--- src/rtl/w4a8_pkg.sv ---
// ---------------------------------------------------------------------------
// w4a8_pkg
// Shared types for the W4A8 GEMM job arbiter.
//   gemm_cmd_t   : one complete GEMM command (op code, M/N/K, three pointers)
//   CMD_W        : packed width of gemm_cmd_t
//   arb_state_t  : arbiter FSM states
//   is_zero_size : true when a command has no work (M, N or K equal to 0)
// ---------------------------------------------------------------------------
package w4a8_pkg;

  localparam int CMD_W = 320;

  // The first field is the MSB end of the packed vector.
  typedef struct packed {
    logic [31:0] op_code;
    logic [31:0] m;
    logic [31:0] n;
    logic [31:0] k;
    logic [63:0] act_ptr;
    logic [63:0] wgt_ptr;
    logic [63:0] res_ptr;
  } gemm_cmd_t;

  typedef enum logic [1:0] {
    IDLE  = 2'd0,
    START = 2'd1,
    WAIT  = 2'd2,
    RESP  = 2'd3
  } arb_state_t;

  function automatic logic is_zero_size(input gemm_cmd_t cmd);
    return (cmd.m == 32'd0) || (cmd.n == 32'd0) || (cmd.k == 32'd0);
  endfunction

endpackage

--- src/rtl/w4a8_rr_arb.sv ---
// ---------------------------------------------------------------------------
// w4a8_rr_arb
// Purely combinational round-robin picker. The search starts at index ptr
// and wraps modulo NUM_REQ; the first requesting index wins.
// Ports:
//   req  in  NUM_REQ          request vector
//   ptr  in  $clog2(NUM_REQ)  index with highest priority this cycle
//   gnt  out NUM_REQ          one-hot grant, all zero when req is zero
// ---------------------------------------------------------------------------
module w4a8_rr_arb #(
  parameter int NUM_REQ = 2
) (
  input  logic [NUM_REQ-1:0]         req,
  input  logic [$clog2(NUM_REQ)-1:0] ptr,
  output logic [NUM_REQ-1:0]         gnt
);

  localparam int IDX_W = $clog2(NUM_REQ);

  logic             found;
  logic [IDX_W-1:0] idx;
  int               slot;

  always_comb begin
    // NOTE: every variable written here gets a default first, so no path
    // leaves one unassigned and no latch is inferred.
    gnt   = '0;
    found = 1'b0;
    idx   = '0;
    slot  = 0;
    for (int i = 0; i < NUM_REQ; i++) begin
      slot = int'(ptr) + i;
      if (slot >= NUM_REQ) slot = slot - NUM_REQ;
      idx = IDX_W'(slot);
      if (!found && req[idx]) begin
        gnt[idx] = 1'b1;
        found    = 1'b1;
      end
    end
  end

endmodule

--- src/rtl/w4a8_job_arbiter.sv ---
// ---------------------------------------------------------------------------
// w4a8_job_arbiter
// Shares one W4A8 GEMM engine between NUM_REQ job sources. Jobs are granted
// round-robin, launched with eng_start, and answered with a per-requester
// response once eng_done arrives. Zero-size jobs are answered with an error
// without touching the engine; an optional watchdog turns a hung engine
// into an error response.
// Parameters:
//   NUM_REQ      number of requesters (2..8)
//   TIMEOUT_CYC  watchdog limit in cycles from eng_start, 0 = disabled
// Ports:
//   ap_clk, areset        clock, synchronous active-high reset
//   req_valid/req_ready   per-requester job handshake (ready is combinational)
//   req_cmd               packed gemm_cmd_t per requester, slice i = requester i
//   rsp_valid/rsp_ready   per-requester completion handshake
//   rsp_err               qualifies the active rsp_valid bit (1 = rejected/timeout)
//   eng_start/eng_cmd     launch pulse and latched command to the engine
//   eng_done              completion pulse from the engine
//   busy, grant_id        FSM not idle, owner of the current job
// ---------------------------------------------------------------------------
module w4a8_job_arbiter
  import w4a8_pkg::*;
#(
  parameter int          NUM_REQ     = 2,
  parameter int unsigned TIMEOUT_CYC = 0
) (
  input  logic                       ap_clk,
  input  logic                       areset,
  input  logic [NUM_REQ-1:0]         req_valid,
  output logic [NUM_REQ-1:0]         req_ready,
  input  logic [NUM_REQ*CMD_W-1:0]   req_cmd,
  output logic [NUM_REQ-1:0]         rsp_valid,
  input  logic [NUM_REQ-1:0]         rsp_ready,
  output logic                       rsp_err,
  output logic                       eng_start,
  output logic [CMD_W-1:0]           eng_cmd,
  input  logic                       eng_done,
  output logic                       busy,
  output logic [$clog2(NUM_REQ)-1:0] grant_id
);

  localparam int          IDX_W       = $clog2(NUM_REQ);
  localparam logic [31:0] CNT_MAX     = '1;
  localparam logic [31:0] TIMEOUT_LIM = TIMEOUT_CYC;

  arb_state_t           state_q, state_d;
  gemm_cmd_t            cmd_q, cmd_d;
  logic [IDX_W-1:0]     grant_q, grant_d;
  logic [IDX_W-1:0]     ptr_q, ptr_d;
  logic [31:0]          cnt_q, cnt_d;
  logic                 start_q, start_d;
  logic                 busy_q, busy_d;
  logic                 rsp_err_q, rsp_err_d;
  logic [NUM_REQ-1:0]   rsp_valid_q, rsp_valid_d;

  logic [NUM_REQ-1:0]   gnt;
  logic [IDX_W-1:0]     win_idx;
  gemm_cmd_t            win_cmd;
  logic                 accept;
  logic [31:0]          cnt_inc;
  logic                 timeout_hit;

  w4a8_rr_arb #(.NUM_REQ(NUM_REQ)) u_rr_arb (
    .req (req_valid),
    .ptr (ptr_q),
    .gnt (gnt)
  );

  // Gating with areset keeps the combinational ready at 0 during reset,
  // so no job can be accepted in a cycle whose state is being discarded.
  assign req_ready = (state_q == IDLE && !areset) ? gnt : '0;
  assign accept    = |req_ready;

  // One-hot grant to index plus the matching command slice.
  always_comb begin
    win_idx = '0;
    win_cmd = '0;
    for (int i = 0; i < NUM_REQ; i++) begin
      if (gnt[i]) begin
        win_idx = IDX_W'(i);
        win_cmd = req_cmd[i*CMD_W +: CMD_W];
      end
    end
  end

  // Saturating increment; the watchdog compares the value the counter is
  // about to take, so a job started in cycle S times out in S+TIMEOUT_CYC
  // and answers in the following cycle.
  assign cnt_inc     = (cnt_q == CNT_MAX) ? cnt_q : cnt_q + 32'd1;
  assign timeout_hit = (TIMEOUT_CYC != 0) && (cnt_inc >= TIMEOUT_LIM);

  always_comb begin
    state_d   = state_q;
    cmd_d     = cmd_q;
    grant_d   = grant_q;
    ptr_d     = ptr_q;
    cnt_d     = cnt_q;
    rsp_err_d = rsp_err_q;

    case (state_q)
      IDLE: begin
        if (accept) begin
          cmd_d   = win_cmd;
          grant_d = win_idx;
          ptr_d   = (win_idx == IDX_W'(NUM_REQ - 1)) ? '0 : win_idx + 1'b1;
          if (is_zero_size(win_cmd)) begin
            state_d   = RESP;
            rsp_err_d = 1'b1;
          end else begin
            state_d   = START;
            rsp_err_d = 1'b0;
          end
        end
      end
      START: begin
        cnt_d   = '0;
        state_d = WAIT;
      end
      WAIT: begin
        cnt_d = cnt_inc;
        // A done in the same cycle as the timeout wins.
        if (eng_done) begin
          state_d   = RESP;
          rsp_err_d = 1'b0;
        end else if (timeout_hit) begin
          state_d   = RESP;
          rsp_err_d = 1'b1;
        end
      end
      RESP: begin
        if (rsp_ready[grant_q]) begin
          state_d   = IDLE;
          rsp_err_d = 1'b0;
        end
      end
      default: state_d = IDLE;
    endcase

    // Outputs are registered from the next state so they line up with it.
    start_d     = (state_d == START);
    busy_d      = (state_d != IDLE);
    rsp_valid_d = '0;
    if (state_d == RESP) rsp_valid_d[grant_d] = 1'b1;
  end

  // NOTE: state is updated with non-blocking assignments so every flop
  // samples the pre-edge values, independent of statement order.
  always_ff @(posedge ap_clk) begin
    if (areset) begin
      state_q     <= IDLE;
      cmd_q       <= '0;
      grant_q     <= '0;
      ptr_q       <= '0;
      cnt_q       <= '0;
      start_q     <= 1'b0;
      busy_q      <= 1'b0;
      rsp_err_q   <= 1'b0;
      rsp_valid_q <= '0;
    end else begin
      state_q     <= state_d;
      cmd_q       <= cmd_d;
      grant_q     <= grant_d;
      ptr_q       <= ptr_d;
      cnt_q       <= cnt_d;
      start_q     <= start_d;
      busy_q      <= busy_d;
      rsp_err_q   <= rsp_err_d;
      rsp_valid_q <= rsp_valid_d;
    end
  end

  assign rsp_valid = rsp_valid_q;
  assign rsp_err   = rsp_err_q;
  assign eng_start = start_q;
  assign eng_cmd   = cmd_q;
  assign busy      = busy_q;
  assign grant_id  = grant_q;

endmodule

--- config.mk ---
export PLATFORM = sky130hd
export DESIGN_NAME = w4a8_job_arbiter
export DESIGN_NICKNAME = d
export VERILOG_FILES = /design/src/rtl/w4a8_pkg.sv /design/src/rtl/w4a8_rr_arb.sv /design/src/rtl/w4a8_job_arbiter.sv
export SDC_FILE = /design/constraint.sdc
export NUM_CORES = 1
export LEC_CHECK = 0
export CAP_MARGIN = 15
export CORE_AREA = 10 10 368 370
export CTS_CLUSTER_SIZE = 30
export DETAILED_ROUTE_END_ITERATION = 6
export DIE_AREA = 0 0 378 380
export DONT_BUFFER_PORTS = 1
export GPL_TIMING_DRIVEN = 0
export SYNTH_ARGS = -nofsm -noshare
export SYNTH_HDL_FRONTEND = slang
export SYNTH_SLANG_ARGS = --single-unit
--- constraint.sdc ---
create_clock -name ap_clk -period 1.58 [get_ports ap_clk]
set_clock_uncertainty 0.05 [all_clocks]
set_input_delay 0.316 -clock ap_clk [delete_from_list [all_inputs] [get_ports ap_clk]]
set_output_delay 0.316 -clock ap_clk [all_outputs]
set_load 0.02 [all_outputs]
==> summary.md <==
| Metric | Value |
|---|---|
| Status | complete, but fails checks |
| Violated checks | negative setup slack |
| Switching pwr | 13.4 mW |
| Fin. Hold Viols | 0 |
| First-pass GRT wire length | 199,000 um |
| Synthesized area | 14,900 um^2 |
| Fin crit period | 2070 ps |
| # DRC | 0 |
| Synth Warn # | 0 |
| Leakage | 11.3 nW |
| Pwr/cell area | 1060 nW/um^2 |
| Top post-synthesis cells by area | dfxtp_1 44%, a221oi_2 14%, a221oi_1 10% |
| Wirelength per Cell | 40.1 um |
| Clock Latency Late Sink | 610 ps |
| Sequential cell area | 6600 um^2 |
| Clock Root Buffer | clkbuf_16 |
| Final worst path period share | 131% |
| Post-DR vias/cell | 4.89 |
| CP startpoint kind | register |
| Hold endpoint | eng_cmd[286] |
| Top cell type by total area after synthesis | dfxtp_1 |
| CP endpoint kind | output pin |
| Number of DRC markers in iteration 0 | 1,751 |
| Buffers on Ports | 0 |
| H-tree depth | 2 |
| Hold Path Origin | req_cmd[606] |
| Rows | 132 |
| Die Y-Extent | 380 um |
| Starting Density | 11.6% |
| Tightest Pin Transition | 950 ps |
| Initial antenna violation count | 75 |
| Total track usage | 20.5% |
| Die area | 144,000 um^2 |
| Register share of total power | 35.0% |
| Total CTS buffers | 45 |
| Most numerous cell in the Yosys netlist | dfxtp_1 |
| Die X-Extent | 378 um |
| CP arrival | 1700 ps |
| Vias in the first global route | 19,300 |
| Final wirelength | 166,000 um |
| Clock Path Buffers | 3 |
| Num ports | 975 |
| Worst r2r path cells | 6 |
| Detail Route Antenna Nets | 0 |
| Max Cap Violations | 0 |
| Logic pwr share | 33.1% |
| GPL Wtd Cong | 1.04 |
| Proportion of layout cells with a drive suffix above 1 | 38.9% |
| Syn Nets | 2,217 |
| Post-Layout Cell Count | 4,149 |
| Detail Placement HPWL | 124,000 um |
| First drt pass iteration count | 6 |
| Largest net degree at the start of global routing | 13 |
| Post-synth EDFFs | 0 |
| Core area | 128,000 um^2 |
| Routed via count | 20,300 |
| Fillers | 13,200 |
| Critical Path Fanout Max | 4 |
| Multi-input logic area | 11,500 um^2 |
| Synth cell types | 36 |
| Min-delay worst type | in2reg |
| CTS sink count | 329 |
| Setup Viol. Count Final | 369 |
| Crit path kind | reg2out |
| Setup ws final | -490 ps |
| Unrepaired setup endpoints after global routing | yes |
| Sw frac | 38.8% |
| Sequential-to-total area share from yosys stat | 44.2% |
| Synth async-reset ratio | 0% |
| TritonCTS clock tree | built |
| Slew HR | 36.6% |
| R2r setup slk | -480 ps |
| Top FF cell, synth | dfxtp_1 |
| Reg2reg start | state_q[1] |
| Worst IR Drop VDD | 0.887 mV |
| Slew Limit Fails | 0 |
| F_max | 483 MHz |
| Int Power | 21.2 mW |
| Grt total ovfl | 0 |
| Post-synth top area share | 44.2% |
| Synthesized flop and latch total | 329 |
| CTS clk-pin slew, worst paths | 60 ps |
| Clock share of power | 31.9% |
| Syn Inst Count | 1,570 |
| Area grow syn2layout | 120% |
| Final nets | 3,024 |
| Syn_area_per_cell | 9.49 um^2 |
| Critical path required time | 1210 ps |
| Fin Setup TNS | -112,320 ps |
| RR Endpoint | eng_cmd[65] |
| Hold Path Stages | 2 |
| Placed cells | 3,245 |
| Commonest cells post-synth | 329 x dfxtp_1, 327 x nor2_1, 299 x nor3_1 |
## worst max path at each step
stage	cells after the start	slack, ps	endpoint	from
global placement	4	-1740	eng_cmd[117]	areset
finish	3	-490	req_ready[1]	state_q[1]
CTS	7	-430	eng_cmd[62]	ptr_q
global route	3	-520	req_ready[1]	state_q[1]
floorplan	8	-20	eng_cmd[195]	ptr_q
detailed placement	6	-1570	eng_cmd[45]	state_q[0]
## kinds of logic (layout without fill, tap and decap cells)
kind of cell | count (synthesis) | after routing | synth area share, %
other cells | 0 | 63 | 0
compound gates | 344 | 344 | 25.8
flops | 329 | 329 | 44.2
mux | 2 | 2 | 0.143
simple gates | 714 | 714 | 22.6
buf+inv | 181 | 1022 | 7.20
## cells in the final DEF, fill, tap and decap left out, types with 5 or more instances in the layout
| cell type | count |
|---|---|
| dlygate4sd3_1 | 639 |
| dfxtp_1 | 324 |
| nor2_1 | 197 |
| nor3_1 | 172 |
| a221oi_4 | 166 |
| nor3_2 | 149 |
| a221oi_2 | 133 |
| clkbuf_16 | 82 |
| nor2_4 | 74 |
| buf_12 | 72 |
| diode_2 | 63 |
| nor2_2 | 56 |
| buf_6 | 50 |
| nor4_1 | 44 |
| clkbuf_1 | 39 |
| buf_4 | 34 |
| buf_8 | 28 |
| buf_16 | 21 |
| a221oi_1 | 18 |
| buf_2 | 12 |
| clkbuf_2 | 11 |
| nand4_1 | 11 |
| clkinv_2 | 9 |
| clkbuf_8 | 6 |
| a21oi_1 | 5 |
| bufinv_16 | 5 |
## layout make-up
type | instances | share of cell area [%]
repair buffers | 770 | 26.6
well taps | 1675 | 6.40
clock buffers | 61 | 3.94
multi-input cells | 1060 | 35.1
clock inverters | 20 | 0.753
diodes | 63 | 0.482
inverters | 2 | 0.0306
flip-flops and latches | 329 | 20.2
plain buffers | 169 | 6.59
## metal layers
layer	GRT usage, %	wire, um	vias to the layer above
met1	22.0	56300	9964
met5	0	240	-
met4	8.85	10600	20
li1	-	-	7847
met3	11.4	23700	610
met2	33.1	75400	1844
## worst max-delay path, cell delays in order, from the launching register on
cell,delay [ps]
dfxtp_4,360
nor3_4,290
buf_4,170
and3_4,280
## state kept, by name (all words and copies together) (netlist names)
| name | cells |
|---|---|
| busy | 1 |
| eng_cmd | 320 |
| eng_start | 1 |
| grant_id | 1 |
| ptr_q | 1 |
| rsp_err | 1 |
| rsp_valid | 2 |
| state_q | 2 |
## stage by stage
step,util (%),hold slack [ps],area (um^2),power [mW],worst slack [ps]
after global routing,25.4,57.3,32700,35.6,-521
after detailed placement,13.5,442,17300,17.1,-1570
after floorplan,-,428,15200,14.5,-20.7
final,25.5,72.7,32700,34.6,-490
after global placement,13.5,436,17300,17.0,-1740
after CTS,21.7,-69.5,27900,31.6,-427
## what timing repair did
action / CTS / global route
cloned: 17 / 34
resized for setup: 361 / 719
pin swaps: 82 / 173
hold endpoints to repair: 325 / 1
buffers inserted: 29 / 59
setup endpoints to repair: 397 / 401
hold buffers: 638 / 1
## power groups by stage
stage | clock [mW] | combinational, mW | sequential (mW)
floorplan | 0 | 3.31 | 11.2
global placement | 0 | 4.91 | 12.1
detailed placement | 0 | 4.97 | 12.1
CTS | 11.3 | 8.40 | 12.0
global route | 11.5 | 11.9 | 12.2
finish | 11.0 | 11.4 | 12.1
No activity file was read; power rests on OpenSTA's default activity.
